==> src/rtl/cpu_pkg.sv <==
// cpu_pkg: shared definitions for the instruction controller.
//   state_t        - controller FSM state encoding
//   OPC_* / OP_*   - opcode (IR[15:13]) and op (IR[12:11]) constants
//   VSEL_*         - one-hot writeback select codes
//   is_legal()     - true for the supported opcode/op pairs
package cpu_pkg;

  typedef enum logic [2:0] {
    S_WAIT      = 3'd0,
    S_DECODE    = 3'd1,
    S_WRITE_IMM = 3'd2,
    S_GET_A     = 3'd3,
    S_GET_B     = 3'd4,
    S_ALU       = 3'd5,
    S_WRITE_REG = 3'd6
  } state_t;

  localparam logic [2:0] OPC_MOV = 3'b110;
  localparam logic [2:0] OPC_ALU = 3'b101;

  localparam logic [1:0] OP_MOV_IMM = 2'b10;
  localparam logic [1:0] OP_MOV_REG = 2'b00;
  localparam logic [1:0] OP_ADD     = 2'b00;
  localparam logic [1:0] OP_CMP     = 2'b01;
  localparam logic [1:0] OP_AND     = 2'b10;
  localparam logic [1:0] OP_MVN     = 2'b11;

  localparam logic [3:0] VSEL_NONE   = 4'b0000;
  localparam logic [3:0] VSEL_MDATA  = 4'b0001;
  localparam logic [3:0] VSEL_SXIMM8 = 4'b0010;
  localparam logic [3:0] VSEL_PC     = 4'b0100;
  localparam logic [3:0] VSEL_C      = 4'b1000;

  function automatic logic is_legal(input logic [2:0] opc, input logic [1:0] op);
    return (opc == OPC_ALU) ||
           ((opc == OPC_MOV) && ((op == OP_MOV_IMM) || (op == OP_MOV_REG)));
  endfunction

endpackage

==> src/rtl/cpu_controller_if.sv <==
// cpu_controller_if: instruction input and datapath-control bundle.
//   master modport - instruction source: drives in/load/s, observes controls
//   slave modport  - controller: samples in/load/s, drives all controls
//   state          - current FSM state, exposed for observation only
// Handshake: s is a level-sensitive start; the controller accepts it only
// while w=1 (state WAIT), and load likewise only captures `in` while w=1.
// Once accepted, the instruction runs to completion and w returns to 1.
interface cpu_controller_if;
  import cpu_pkg::*;

  logic [15:0] in;
  logic        load;
  logic        s;

  logic        w;
  logic        illegal;
  logic [2:0]  readnum;
  logic [2:0]  writenum;
  logic [3:0]  vsel;
  logic        loada;
  logic        loadb;
  logic        loadc;
  logic        loads;
  logic        write;
  logic        asel;
  logic        bsel;
  logic        sximmsel;
  logic [1:0]  shift;
  logic [1:0]  ALUop;
  logic [15:0] sximm8;
  logic [15:0] sximm5;
  state_t      state;

  modport master (
    output in, load, s,
    input  w, illegal, readnum, writenum, vsel, loada, loadb, loadc, loads,
           write, asel, bsel, sximmsel, shift, ALUop, sximm8, sximm5, state
  );

  modport slave (
    input  in, load, s,
    output w, illegal, readnum, writenum, vsel, loada, loadb, loadc, loads,
           write, asel, bsel, sximmsel, shift, ALUop, sximm8, sximm5, state
  );

endinterface

==> src/rtl/cpu_controller_sign_ext.sv <==
// sign_ext: sign-extends an IN_W-bit field to 16 bits.
//   a_i - input field (IN_W bits)
//   y_o - 16-bit sign-extended result
module sign_ext #(
  parameter int IN_W = 8
) (
  input  logic [IN_W-1:0] a_i,
  output logic [15:0]     y_o
);

  assign y_o = {{(16 - IN_W){a_i[IN_W-1]}}, a_i};

endmodule

==> src/rtl/cpu_controller.sv <==
// cpu_controller: multi-cycle control FSM for the 16-bit instruction set.
// Holds the instruction register and sequences the datapath strobes.
//   clk     - rising-edge clock
//   reset_n - asynchronous active-low reset (state WAIT, IR=0)
//   bus     - cpu_controller_if.slave: in/load/s inputs, datapath controls,
//             sign-extended immediates and the state observation port
// All control outputs are Moore: derived from state_q and ir_q only, so an
// asynchronous reset clears them as soon as state_q returns to WAIT.
module cpu_controller
  import cpu_pkg::*;
(
  input  logic               clk,
  input  logic               reset_n,
  cpu_controller_if.slave    bus
);

  state_t      state_q, state_d;
  logic [15:0] ir_q, ir_d;

  logic [2:0] opc;
  logic [1:0] op;
  logic [2:0] rn, rd, rm;
  logic [1:0] sh;
  logic       legal, mov_imm, mov_reg, mvn, cmp, uses_a;

  assign opc = ir_q[15:13];
  assign op  = ir_q[12:11];
  assign rn  = ir_q[10:8];
  assign rd  = ir_q[7:5];
  assign sh  = ir_q[4:3];
  assign rm  = ir_q[2:0];

  assign legal   = is_legal(opc, op);
  assign mov_imm = (opc == OPC_MOV) && (op == OP_MOV_IMM);
  assign mov_reg = (opc == OPC_MOV) && (op == OP_MOV_REG);
  assign mvn     = (opc == OPC_ALU) && (op == OP_MVN);
  assign cmp     = (opc == OPC_ALU) && (op == OP_CMP);
  // ADD/CMP/AND read Rn into A; MOV reg and MVN use a zero A operand.
  assign uses_a  = (opc == OPC_ALU) && (op != OP_MVN);

  always_ff @(posedge clk or negedge reset_n) begin
    if (!reset_n) begin
      state_q <= S_WAIT;
      ir_q    <= '0;
    end else begin
      state_q <= state_d;
      ir_q    <= ir_d;
    end
  end

  always_comb begin
    state_d      = state_q;
    ir_d         = ir_q;
    bus.w        = 1'b0;
    bus.illegal  = 1'b0;
    bus.readnum  = 3'd0;
    bus.writenum = 3'd0;
    bus.vsel     = VSEL_NONE;
    bus.loada    = 1'b0;
    bus.loadb    = 1'b0;
    bus.loadc    = 1'b0;
    bus.loads    = 1'b0;
    bus.write    = 1'b0;
    bus.asel     = 1'b0;
    bus.bsel     = 1'b0;
    // No supported instruction selects sximm5, and sximm8 reaches the
    // register file through vsel, so the width select stays low.
    bus.sximmsel = 1'b0;
    bus.shift    = 2'b00;
    bus.ALUop    = 2'b00;

    unique case (state_q)
      S_WAIT: begin
        bus.w = 1'b1;
        if (bus.load) ir_d = bus.in;
        if (bus.s)    state_d = S_DECODE;
      end
      S_DECODE: begin
        if (!legal) begin
          bus.illegal = 1'b1;
          state_d     = S_WAIT;
        end else if (mov_imm) begin
          state_d = S_WRITE_IMM;
        end else if (uses_a) begin
          state_d = S_GET_A;
        end else begin
          state_d = S_GET_B;
        end
      end
      S_WRITE_IMM: begin
        bus.write    = 1'b1;
        bus.writenum = rn;
        bus.vsel     = VSEL_SXIMM8;
        state_d      = S_WAIT;
      end
      S_GET_A: begin
        bus.readnum = rn;
        bus.loada   = 1'b1;
        state_d     = S_GET_B;
      end
      S_GET_B: begin
        bus.readnum = rm;
        bus.loadb   = 1'b1;
        state_d     = S_ALU;
      end
      S_ALU: begin
        bus.shift = sh;
        bus.loadc = 1'b1;
        bus.ALUop = (opc == OPC_ALU) ? op : 2'b00;
        bus.asel  = mov_reg || mvn;
        bus.loads = cmp;
        state_d   = cmp ? S_WAIT : S_WRITE_REG;
      end
      S_WRITE_REG: begin
        bus.write    = 1'b1;
        bus.writenum = rd;
        bus.vsel     = VSEL_C;
        state_d      = S_WAIT;
      end
      default: state_d = S_WAIT;
    endcase
  end

  assign bus.state = state_q;

  sign_ext #(.IN_W(8)) u_sx8 (.a_i(ir_q[7:0]), .y_o(bus.sximm8));
  sign_ext #(.IN_W(5)) u_sx5 (.a_i(ir_q[4:0]), .y_o(bus.sximm5));

endmodule

==> src/flat_wrapper.sv <==
// flat-port wrapper written by rule: the top's interface ports become plain ports
module cpu_controller_flat import cpu_pkg::*;
  (clk, reset_n, bus_in, bus_load, bus_s, bus_w, bus_illegal, bus_readnum, bus_writenum, bus_vsel, bus_loada, bus_loadb, bus_loadc, bus_loads, bus_write, bus_asel, bus_bsel, bus_sximmsel, bus_shift, bus_ALUop, bus_sximm8, bus_sximm5, bus_state);
  cpu_controller_if bus_i ();
  input  logic clk;
  input  logic reset_n;
  input wire logic [$bits(bus_i.in)-1:0] bus_in;
  input wire logic [$bits(bus_i.load)-1:0] bus_load;
  input wire logic [$bits(bus_i.s)-1:0] bus_s;
  output wire logic [$bits(bus_i.w)-1:0] bus_w;
  output wire logic [$bits(bus_i.illegal)-1:0] bus_illegal;
  output wire logic [$bits(bus_i.readnum)-1:0] bus_readnum;
  output wire logic [$bits(bus_i.writenum)-1:0] bus_writenum;
  output wire logic [$bits(bus_i.vsel)-1:0] bus_vsel;
  output wire logic [$bits(bus_i.loada)-1:0] bus_loada;
  output wire logic [$bits(bus_i.loadb)-1:0] bus_loadb;
  output wire logic [$bits(bus_i.loadc)-1:0] bus_loadc;
  output wire logic [$bits(bus_i.loads)-1:0] bus_loads;
  output wire logic [$bits(bus_i.write)-1:0] bus_write;
  output wire logic [$bits(bus_i.asel)-1:0] bus_asel;
  output wire logic [$bits(bus_i.bsel)-1:0] bus_bsel;
  output wire logic [$bits(bus_i.sximmsel)-1:0] bus_sximmsel;
  output wire logic [$bits(bus_i.shift)-1:0] bus_shift;
  output wire logic [$bits(bus_i.ALUop)-1:0] bus_ALUop;
  output wire logic [$bits(bus_i.sximm8)-1:0] bus_sximm8;
  output wire logic [$bits(bus_i.sximm5)-1:0] bus_sximm5;
  output wire logic [$bits(bus_i.state)-1:0] bus_state;
  assign bus_i.in = bus_in;
  assign bus_i.load = bus_load;
  assign bus_i.s = bus_s;
  assign bus_w = bus_i.w;
  assign bus_illegal = bus_i.illegal;
  assign bus_readnum = bus_i.readnum;
  assign bus_writenum = bus_i.writenum;
  assign bus_vsel = bus_i.vsel;
  assign bus_loada = bus_i.loada;
  assign bus_loadb = bus_i.loadb;
  assign bus_loadc = bus_i.loadc;
  assign bus_loads = bus_i.loads;
  assign bus_write = bus_i.write;
  assign bus_asel = bus_i.asel;
  assign bus_bsel = bus_i.bsel;
  assign bus_sximmsel = bus_i.sximmsel;
  assign bus_shift = bus_i.shift;
  assign bus_ALUop = bus_i.ALUop;
  assign bus_sximm8 = bus_i.sximm8;
  assign bus_sximm5 = bus_i.sximm5;
  assign bus_state = bus_i.state;
  cpu_controller u_core (.clk(clk), .reset_n(reset_n), .bus(bus_i));
endmodule
==> config.mk <==
export PLATFORM = sky130hd
export DESIGN_NAME = cpu_controller_flat
export DESIGN_NICKNAME = d
export VERILOG_FILES = /design/src/rtl/cpu_pkg.sv /design/src/rtl/cpu_controller_if.sv /design/src/rtl/cpu_controller_sign_ext.sv /design/src/rtl/cpu_controller.sv /design/src/flat_wrapper.sv
export SDC_FILE = /design/constraint.sdc
export NUM_CORES = 1
export LEC_CHECK = 0
export CORE_ASPECT_RATIO = 0.6
export CORE_MARGIN = 2
export CORE_UTILIZATION = 38
export CTS_BUF_LIST = sky130_fd_sc_hd__clkbuf_4 sky130_fd_sc_hd__clkbuf_8 sky130_fd_sc_hd__clkbuf_16
export DETAILED_ROUTE_END_ITERATION = 7
export PLACE_DENSITY = 0.9
export SLEW_MARGIN = 40
export SYNTH_ARGS = -nofsm -noshare
export SYNTH_HDL_FRONTEND = slang
export SYNTH_SLANG_ARGS = --single-unit
==> constraint.sdc <==
create_clock -name clk -period 1.85 [get_ports clk]
set_clock_uncertainty 0.05 [all_clocks]
set_input_delay 0.37 -clock clk [delete_from_list [all_inputs] [get_ports clk]]
set_output_delay 0.37 -clock clk [all_outputs]
set_load 0.005 [all_outputs]
==> impl_results.md <==
- Status: complete, but fails checks
- Failing checks: negative setup slack
- Required @ worst endpoint: between 1 and 1.5 ns
- Slowest CP cell: dfrtp_1
- R2R cell count: 5
- DR top layer: met4
- Core area: between 3000 and 4000 sq um
- GRT Residual Overflow: 0
- RSZ-0062 raised after global routing: yes
- WP buf/inv: 3
- VDD IR max: roughly 0.86 mV
- Clock Path Buffers: 2
- WL final: between 3000 and 4000 microns
- Most frequent cells in the layout: clkdlybuf4s50_1, buf_4, dfrtp_1
- Power Density: between 1500 and 2000 nW/um^2
- Worst Path Max Fanout: 3
- Sequential share of the synthesized area: between 30% and 40%
- GPL Wtd Cong: between 0.8 and 0.9
- Largest net degree at the start of global routing: 20
- Share of cells above drive strength 1: ~45%
- DRT iter0 DRCs: 42
- Avg Synthesized Cell Area: around 11 sq um
- Reg-to-Reg End: u_core.ir_q[10]
- Final worst slack: -0.05123 ns
- # IOs: between 70 and 80
- First-pass GRT wire length: between 5000 and 6000 microns
- Tcrit/Tclk final: 102.8%
- Top cells by area, synth: dfrtp_1, buf_4, mux2_4
- Post-Syn Area: 1356 sq um
- Max incr delay on CP: 0.40 ns
- Metal-1 WL: 1683 microns
- Met2 Wirelength: 1625 microns
- Part of the power in registers: roughly a quarter
- Clock-pin slew on the worst setup and hold paths: roughly 0.080 ns
- Commonest non-fill, non-tap cell in the layout: clkdlybuf4s50_1
- Die Span Y: about 50 microns
- Clock share of power: about 7.8%
- # diodes: 0
- Synthesis-to-finish area growth: 61.35%
- I/O Buffers: 74
- Data arrival time of the worst path: between 1 and 1.5 ns
- Worst r2r src: u_core.bus.state[0]
- Sw Share: 33.78%
- Yosys cell types: 33
- CP endpoint: bus_loads
- Worst skew pair latency: approximately 0.26 ns
- Initial core utilization: about 41%
- Antenna violation net count after detailed routing: 0
- Yosys top cell area share: roughly a third
- P_leak: between 1 and 1.5 nW
- Row count: 16
- Die area: between 4000 and 5000 sq um
- Total CTS buffers: 3
- Root buffer cell: clkbuf_8
- Synth Warn #: 0
- Dpl ws: -0.06729 ns
- Nets@finish: around 230
- DR pass1 iterations: 4
- Crit path time final: 1.901 ns
- Routed wl met3: approximately 280 microns
- #FFs+latches synth: 19
- Fillers: 270
- Max-Cap Viols: 0
- CP startpoint: u_core.bus.state[1]
- Final Max Tran Viols: 0
- Vias/cell: around 4.7
- Via count: about 1,200
- Vias in the first global route: about 1,100
- Area leader, netlist: dfrtp_1
- Register area: around 480 sq um
- WS Path Type: register to output port
- Worst hold path type: input pin to async pin
- Combinational fraction of design power: roughly two thirds
- # DRC: 0
- Hpwl dp: 2440 microns
- Total power: 3.878 mW
- Crit end category: output port
- Clock Sinks: 19
- Cells after synthesis: ~130
- All-Layer GR Usage: 17.96%
- Number of cells on the critical path: 6
- CP Cell Sequence: nand3b_1 -> buf_4 -> nor2_4 -> buf_6 -> and3b_1 -> buf_2
- CTS tree: done
- Initial antenna violation count: 0
- P_int: approximately 2.6 mW
- FF-to-FF setup slack: 0.06 ns
- CP startpoint kind: register
- Multi-input logic area: 610.6 sq um
- Per-cell routed wire length: 14.47 microns
- Setup-failing EPs final: 2
- Switching power: ~1.3 mW
- H-tree depth: 1
- Die Wd: slightly above 80 microns
- CP top delay family: simple AND/OR/NAND/NOR gates
- Max Freq: ~530 MHz
- Final hold violation count: 0
logic make-up (layout without fill, tap and decap cells):
group | count (synthesis) | count (layout) | synth area share (%)
AOI/OAI and AO/OA | 12 | 12 | 6.827
buffers and inverters | 44 | 119 | 24.54
DFF | 19 | 19 | 35.06
muxes | 20 | 20 | 19.10
other | 1 | 4 | 0.2765
and+or+nand+nor | 30 | 30 | 14.21
through the flow:
step / util [%] / setup TNS, ns / hold WS, ns / cells / area, sq um
6_report: 65.46 / -0.05287 / 0.4011 / 249 / 2188
5_1_grt: 65.46 / -0.5232 / 0.4135 / 249 / 2188
4_1_cts: 63.40 / -0.1301 / 0.4057 / 242 / 2120
3_5_place_dp: 59.39 / -0.2965 / 0.4858 / 226 / 1986
3_3_place_gp: 59.39 / -0.05401 / 0.4748 / 226 / 1986
2_1_floorplan: - / 0 / 0.02441 / 129 / 1368
cell usage after synthesis, drive strengths merged:
cell	n
nor2b	2
dfrtp	19
a21oi	2
nor3b	3
a21o	1
o221ai	1
and3	2
mux2	17
inv	3
a32oi	1
nand3b	2
mux2i	3
a2111oi	1
nor4bb	1
or4	1
nand2	3
nor3	1
and3b	1
nor2	7
conb	1
a31oi	1
a22o	3
o21ai	2
nand4b	1
buf	41
and2	6
sequential cells by signal, summed over array words and instances, names as in the netlist:
register and flops:
u_core.ir_q 16, u_core.bus.state 3
worst min path at each step:
stage,endpoint
finish,u_core.bus.state[0]
global route,u_core.ir_q[11]
CTS,u_core.bus.state[0]
detailed placement,u_core.ir_q[6]
global placement,u_core.ir_q[6]
floorplan,u_core.bus.state[0]
power groups by stage:
| stage | Combinational (mW) | Sequential [mW] | Clock (mW) |
|---|---|---|---|
| 4_1_cts | 2.47 | 0.898 | 0.311 |
| 2_1_floorplan | 1.49 | 0.863 | 0 |
| 3_5_place_dp | 2.33 | 0.900 | 0 |
| 3_3_place_gp | 2.30 | 0.884 | 0 |
| 5_1_grt | 2.85 | 0.966 | 0.337 |
| 6_report | 2.65 | 0.923 | 0.304 |
metal layers:
layer | vias up | global-route usage (%)
met2 | 60 | 29.06
li1 | 548 | -
met4 | 0 | 3.390
met1 | 549 | 23.62
met3 | 2 | 5.935
met5 | - | 0
repair_timing:
item,CTS,global route
endpoints found under the setup margin,32,15
buffers inserted,12,7
gates resized for setup,53,33
pin swaps,7,11
hold buffers,0,0
cell type report:
type	instances	area share [%]
repair buffers	112	44.88
multi-input cells	66	27.90
flip-flops and latches	19	21.90
well taps	45	2.573
clock buffers	4	2.230
inverters	3	0.5146
No activity file was read; power rests on OpenSTA's default activity.
